<file path="src/rtl/alu_pkg.sv">
// Shared opcode encodings, FSM state type and default widths for the ALU issue/capture stage.
// Pure declarations; no logic.
package alu_pkg;

    localparam int ALU_WIDTH = 32;
    localparam int ALU_OPW   = 3;

    localparam logic [ALU_OPW-1:0] OP_PASS_A = 3'b000;
    localparam logic [ALU_OPW-1:0] OP_ADD    = 3'b001;
    localparam logic [ALU_OPW-1:0] OP_SUB    = 3'b010;
    localparam logic [ALU_OPW-1:0] OP_AND    = 3'b011;
    localparam logic [ALU_OPW-1:0] OP_OR     = 3'b100;
    localparam logic [ALU_OPW-1:0] OP_INC    = 3'b101;
    localparam logic [ALU_OPW-1:0] OP_DEC    = 3'b110;
    localparam logic [ALU_OPW-1:0] OP_PASS_B = 3'b111;

    typedef enum logic [1:0] {
        IDLE = 2'd0,
        EXEC = 2'd1,
        DONE = 2'd2
    } state_t;

endpackage

</file>
<file path="src/rtl/alu_issue_stage.sv">
// Issue/capture stage: registers a command onto the external ALU, captures its result one cycle later.
// Latency: result valid the cycle after the EXEC cycle; one result per 2 cycles when never stalled.
// Backpressure: a stalled result (res_ready=0) holds everything and drops cmd_ready. ALU_ISSUE_FLAGS_EN adds res_zero/res_neg.
module alu_issue_stage
    import alu_pkg::*;
#(
    parameter int WIDTH = ALU_WIDTH,
    parameter int OPW   = ALU_OPW
) (
    input  logic             clk,
    input  logic             rst,
    input  logic             cmd_valid,
    output logic             cmd_ready,
    input  logic [OPW-1:0]   cmd_op,
    input  logic [WIDTH-1:0] cmd_a,
    input  logic [WIDTH-1:0] cmd_b,
    input  logic             cmd_use_acc,
    output logic [OPW-1:0]   alu_op_code,
    output logic [WIDTH-1:0] alu_a,
    output logic [WIDTH-1:0] alu_b,
    input  logic [WIDTH-1:0] alu_y,
    output logic             res_valid,
    input  logic             res_ready,
    output logic [WIDTH-1:0] res_data
`ifdef ALU_ISSUE_FLAGS_EN
    ,
    output logic             res_zero,
    output logic             res_neg
`endif
);

    state_t           state_q;
    state_t           state_d;
    logic [WIDTH-1:0] acc_q;
    logic             cmd_fire;

    assign cmd_fire = cmd_valid && cmd_ready;

    always_comb begin
        state_d   = state_q;
        cmd_ready = 1'b0;
        unique case (state_q)
            IDLE: begin
                cmd_ready = 1'b1;
                if (cmd_valid) state_d = EXEC;
            end
            EXEC: state_d = DONE;
            DONE: begin
                // Accepting the result and a new command in the same cycle keeps the 2-cycle cadence.
                cmd_ready = res_ready;
                if (res_ready) state_d = cmd_valid ? EXEC : IDLE;
            end
            default: state_d = IDLE;
        endcase
    end

    always_ff @(posedge clk) begin
        if (rst) begin
            state_q     <= IDLE;
            alu_op_code <= '0;
            alu_a       <= '0;
            alu_b       <= '0;
            res_data    <= '0;
            res_valid   <= 1'b0;
            acc_q       <= '0;
`ifdef ALU_ISSUE_FLAGS_EN
            res_zero    <= 1'b0;
            res_neg     <= 1'b0;
`endif
        end else begin
            state_q <= state_d;
            if (cmd_fire) begin
                alu_op_code <= cmd_op;
                alu_a       <= cmd_use_acc ? acc_q : cmd_a;
                alu_b       <= cmd_b;
            end
            if (state_q == EXEC) begin
                res_data  <= alu_y;
                acc_q     <= alu_y;
                res_valid <= 1'b1;
`ifdef ALU_ISSUE_FLAGS_EN
                res_zero  <= (alu_y == '0);
                res_neg   <= alu_y[WIDTH-1];
`endif
            end else if (state_q == DONE && res_ready) begin
                res_valid <= 1'b0;
            end
        end
    end

endmodule

</file>
<file path="config.mk">
export PLATFORM = sky130hd
export DESIGN_NAME = alu_issue_stage
export DESIGN_NICKNAME = d
export VERILOG_FILES = /design/src/rtl/alu_pkg.sv /design/src/rtl/alu_issue_stage.sv
export SDC_FILE = /design/constraint.sdc
export NUM_CORES = 1
export LEC_CHECK = 0
export BUFFER_PORTS_ARGS = -buffer_cell sky130_fd_sc_hd__buf_4
export CAP_MARGIN = 20
export CORE_ASPECT_RATIO = 1.25
export CORE_MARGIN = 3
export CORE_UTILIZATION = 49
export DETAILED_ROUTE_END_ITERATION = 8
export GPL_TIMING_DRIVEN = 0
export PLACE_DENSITY = 0.95
export SLEW_MARGIN = 20
export SYNTH_ARGS = -nofsm -noshare
export SYNTH_HDL_FRONTEND = slang
export SYNTH_SLANG_ARGS = --single-unit
</file>
<file path="constraint.sdc">
create_clock -name clk -period 3.7 [get_ports clk]
set_clock_uncertainty 0.15 [all_clocks]
set_input_delay 0.74 -clock clk [delete_from_list [all_inputs] [get_ports clk]]
set_output_delay 0.74 -clock clk [all_outputs]
set_load 0.02 [all_outputs]
</file>
==> metrics, run 1 <==
CTS Root Cell=clkbuf_8; port bufs=202; top-count cell post-synth=dfxtp_1; power density over cell area=410 nW/um2; Worst Setup Start Kind=primary input; GRT Total Usage=28.3%; max-cap violation count=0; syn_area_per_cell=9.07 um2; initial antenna violation count=0; asr flop ratio synth=0%; vias per cell=5.60; FMAX=386 MHz; CP max FO=10; Layout area overhead=43.4%; RSZ-0062 raised after global routing=no; Post-CTS Setup Bufs=0; Yosys top cell area share=48.6%; global placer's final weighted congestion=0.870; die height=109 um; area leader, netlist=dfxtp_1; Post-route DRC=0; top post-synthesis cells by area=dfxtp_1, a21oi_1, a211oi_2, mux2i_1, nand2_1; post-synthesis cell area=4200 um2; CP Data Required Time=2.81 ns; initial drt markers=232; die area=9720 um2; Post-synth top flop=dfxtp_1; Crit Path Class=in2out; Post-synth top cells=dfxtp_1, a21oi_1, nand2_1, nand3_1, o21ai_1; Initial Util=50.7%; CTS tree=yes; vias in the first global route=4,339; Leak Pwr=2.66 nW; share of post-route cells with drive strength above 1=41.5%; first-pass GRT wire length=21,100 um; Die X=88.8 um; Final ANT Viol Nets=0; Post-CTS Resized=0; Nets=780; cts hold-fix bufs=0; Worst-path clk slew=0.09 ns; fin crit period=2.59 ns; clock sink count=102; Post-Syn Nets=567; vias=4,355; CP Data Arrival Time=1.70 ns; status=complete, no violations; flops & latches, synth=102; R2R Setup Slk=2.13 ns; YS warnings=0; H-tree depth=3; First-pass DRT Iterations=4; Slew Viols, Final=0; endpoints failing setup=0; worst vdd ir=0.315 mV; Syn Inst Count=463; Final Hold Fails=0; Row Count=37; number of synthesized flops with an enable pin=0; Routed WL per cell=18.0 um; Post-DP HPWL=10,900 um; Final Instance Count excl. Fillers=777; Worst-Margin Slew=0.747 ns; Slew HR=50.2%; diode count=0; final worst path period share=70.0%; Core ar.=8290 um2; placed cells=762; CP endpoint kind=output pin; clk buf depth=2; GRT overflow=0; post-synthesis sequential area ratio=48.6%; Worst-Skew Late Latency=0.36 ns; final WL=14,000 um; pin count of the biggest net entering global routing=15; worst min path class=reg2reg; Netlist cell types=22; TNS Setup=0 ns; CTS buffer count=9; Top Ports=205
==> cell families (layout without fill, tap and decap cells) <==
group                  after synthesis  after routing  share of synthesized area, %
AO/OA/AOI/OAI                      169            169                          25.8
AND/OR/NAND/NOR                    110            110                          11.5
flip-flops                         102            102                          48.6
buffers and inverters               50            267                          6.44
multiplexers                        32             32                          7.63
==> worst paths after layout <==
| kind | cells after the start | to | startpoint |
|---|---|---|---|
| max | 6 | cmd_ready | res_ready |
| min | 2 | acc_q[23] | acc_q[23] |
| max reg2reg | 5 | alu_b[23] | state_q[0] |
| min reg2reg | 2 | acc_q[23] | acc_q[23] |
==> placed cells by master (no fill, tap or decap), drive strengths merged <==
master,instances
o21ai,36
mux2i,32
nor2b,2
buf,239
o21a,1
nor3,1
nand3,35
bufinv,1
and2b,1
a21oi,99
nand2b,3
nand2,64
clkbuf,26
dfxtp,102
nor2,4
a211oi,33
inv,1
==> report_power, final <==
part,total (mW),leakage (nW),internal [mW],switching [mW]
sequential,1.22,0.838,1.17,0.0475
clock,0.682,0.0908,0.330,0.352
combinational,0.567,1.73,0.258,0.309
total,2.47,2.66,1.76,0.708
==> per-stage QoR <==
step	util [%]	instance area, um2	hold WS, ns	power, mW	setup slack, ns
2_1_floorplan	-	4200	0.318	1.54	1.29
3_3_place_gp	70.4	5840	0.307	1.78	1.14
6_report	72.6	6020	0.329	2.47	1.11
3_5_place_dp	70.4	5840	0.317	1.81	1.11
4_1_cts	72.6	6020	0.329	2.48	1.11
5_1_grt	72.6	6020	0.346	2.56	1.03
==> flip-flops by register name (all words and copies together) (netlist names) <==
name / flops
acc_q: 32
alu_a: 32
alu_b: 32
alu_op_code: 3
res_valid: 1
state_q: 2
==> worst max-delay path: stages <==
cell	delay (ns)
buf_4	0.11
and2b_1	0.20
buf_4	0.18
buf_2	0.24
nor2_1	0.06
buf_4	0.16
==> layer usage <==
layer / global-route usage [%] / up-vias / routed length (um)
met5: 0 / - / 0
met1: 29.6 / 2049 / 4920
met2: 51.0 / 204 / 7290
met4: 14.6 / 0 / 600
met3: 7.72 / 44 / 1170
li1: - / 2058 / -
==> layout make-up <==
| class | count | area (um2) |
|---|---|---|
| Buffer | 49 | 267 |
| Clock buffer | 14 | 153 |
| Clock inverter | 1 | 30.0 |
| Fill cell | 608 | 2270 |
| Inverter | 1 | 3.75 |
| Multi-Input combinational cell | 311 | 1890 |
| Sequential cell | 102 | 2040 |
| Tap cell | 97 | 121 |
| Timing Repair Buffer | 202 | 1520 |
(Power assumes the default switching activity.)
==> inputs of run 2 (changes only) <==
- CORE_UTILIZATION: 49 -> 41
- PLACE_DENSITY: 0.95 -> 0.86
- clock period: 3.7 -> 2.3 ns (I/O delays scaled with it)
==> run 2 against run 1 <==
Die area increased by 18%. Register-to-register slack worse by 1.4 ns. Power grew 79%. Highest routed layer unchanged.
==> metrics, run 2 (same netlist as run 1, synthesis figures left out) <==
First-pass DRT Iterations=6 (+2); clk buf depth=2 (unchanged); Layout area overhead=47.2%; CTS tree=yes; CP Data Arrival Time=1.57 ns (-0.13 ns); final worst path period share=94.6%; Nets=780 (unchanged); Worst-Skew Late Latency=0.34 ns (-0.02 ns); diode count=0 (unchanged); Die X=96.5 um (+8.7%); vias in the first global route=4,132 (-4.8%); Slew HR=50.2% (about the same); Core ar.=9810 um2 (+18%); final WL=13,500 um (-3.5%); worst min path class=in2reg; Initial Util=42.8% (-7.9 points); FMAX=460 MHz; die height=119 um (+8.8%); CP Data Required Time=1.69 ns (-1.12 ns); pin count of the biggest net entering global routing=19 (+4); Row Count=40 (+8.1%); Top Ports=205 (unchanged); H-tree depth=3 (unchanged); fillers=825 (+36%); Worst-Margin Slew=0.747 ns (-0.000103 ns); clock sink count=102 (unchanged); biggest regs=acc_q x32, alu_a x32, alu_b x32; GRT Total Usage=23.1% (-5.2 points); CP dominant cell by count=buf_4; share of post-route cells with drive strength above 1=42.1% (+0.67 points); cts hold-fix bufs=0 (unchanged); power density over cell area=716 nW/um2 (+75%); Routed WL per cell=16.7 um (-7.1%); Reg area=2040 um2 (unchanged); area of the multi-input gates=1890 um2 (unchanged); CP Buf/Inv Count=3 (-1); CTS Root Cell=clkbuf_16; initial drt markers=169 (-27%); Post-route DRC=0 (unchanged); fin crit period=2.18 ns; max-cap violation count=0 (unchanged); GRT overflow=0 (unchanged); commonest non-fill, non-tap cells in the layout=buf_4, dfxtp_1, a21oi_1, nand2_1; Crit Path Class=reg2out; kind of cell adding the most delay to the critical path=buffers and inverters; Post-CTS Setup Bufs=0 (unchanged); die area=11,500 um2 (+18%); CP max-delay cell=dfxtp_1; worst vdd ir=0.356 mV (+13%); port bufs=202 (unchanged); global placer's final weighted congestion=0.769 (-12%); setup ws final=0.125 ns (-0.984 ns); vias per cell=5.25 (-6.3%); endpoints failing setup=0 (unchanged); status=complete, no violations; Post-DP HPWL=10,500 um (-3.5%); TNS Setup=0 ns (unchanged); first-pass GRT wire length=20,600 um (-2.4%); Leak Pwr=2.71 nW (+2.0%); Final Hold Fails=0 (unchanged); Post-CTS Resized=0 (unchanged); Final ANT Viol Nets=0 (unchanged); CP Cell Sequence=and2b_1 -> buf_4 -> buf_2 -> nor2_1 -> buf_4; Worst Setup Start Kind=flop; CP endpoint kind=output pin; Worst-path clk slew=0.07 ns (-0.02 ns); vias=4,236 (-2.7%); largest stage delay on the critical path=0.40 ns (+0.16 ns); CP max FO=10 (unchanged); initial antenna violation count=0 (unchanged); most common cell after layout, fill and taps aside=buf_4; Slew Viols, Final=0 (unchanged); CTS buffer count=9 (unchanged); RSZ-0062 raised after global routing=no; Placement Setup Slack=0.259 ns (-0.850 ns)
==> run 2: layer usage <==
layer / part of all wire (%) / GRT usage [%] / vias to the layer above
met5: 0 / 0 / -
met4: 2.5 / 7.89 / 0
met3: 7.3 / 5.50 / 25
met2: 52 / 41.6 / 175
met1: 38 / 26.0 / 1977
li1: - / - / 2059
==> run 2: through the flow <==
stage / instance area, um2 / hold slack, ns / cells / util (%) / power [mW]
detailed placement: 5870 / 0.315 / 791 / 59.9 / 2.91
CTS: 6180 / 0.204 / 807 / 63.0 / 4.44
global placement: 5870 / 0.309 / 791 / 59.9 / 2.87
floorplan: 4200 / 0.318 / 463 / - / 2.48
global route: 6180 / 0.210 / 807 / 63.0 / 4.59
finish: 6180 / 0.211 / 807 / 63.0 / 4.42
==> run 2: path summary, 6_finish.rpt <==
kind / from / endpoint / slack [ns] / depth (start not counted)
min reg2reg: acc_q[22] / acc_q[22] / 0.33 / 2
max reg2reg: state_q[1] / alu_a[0] / 0.72 / 5
min: alu_y[3] / acc_q[3] / 0.21 / 3
max: state_q[1] / cmd_ready / 0.12 / 5
==> run 2: where the power goes <==
| group | internal [mW] | switching, mW |
|---|---|---|
| clock network | 0.859 | 0.699 |
| registers | 1.88 | 0.0787 |
| logic | 0.415 | 0.488 |
==> run 2: cell type report <==
class,instances,share of cell area [%]
well taps,126,2.55
repair buffers,202,24.5
multi-input cells,311,30.5
clock buffers,9,3.64
clock inverters,7,1.34
plain buffers,49,4.31
inverters,1,0.0607
flip-flops and latches,102,33.0
==> run 2: worst min-delay path, cell delays in order <==
cell     delay (ns)
buf_4          0.11
nand2_1        0.04
a21oi_1        0.05
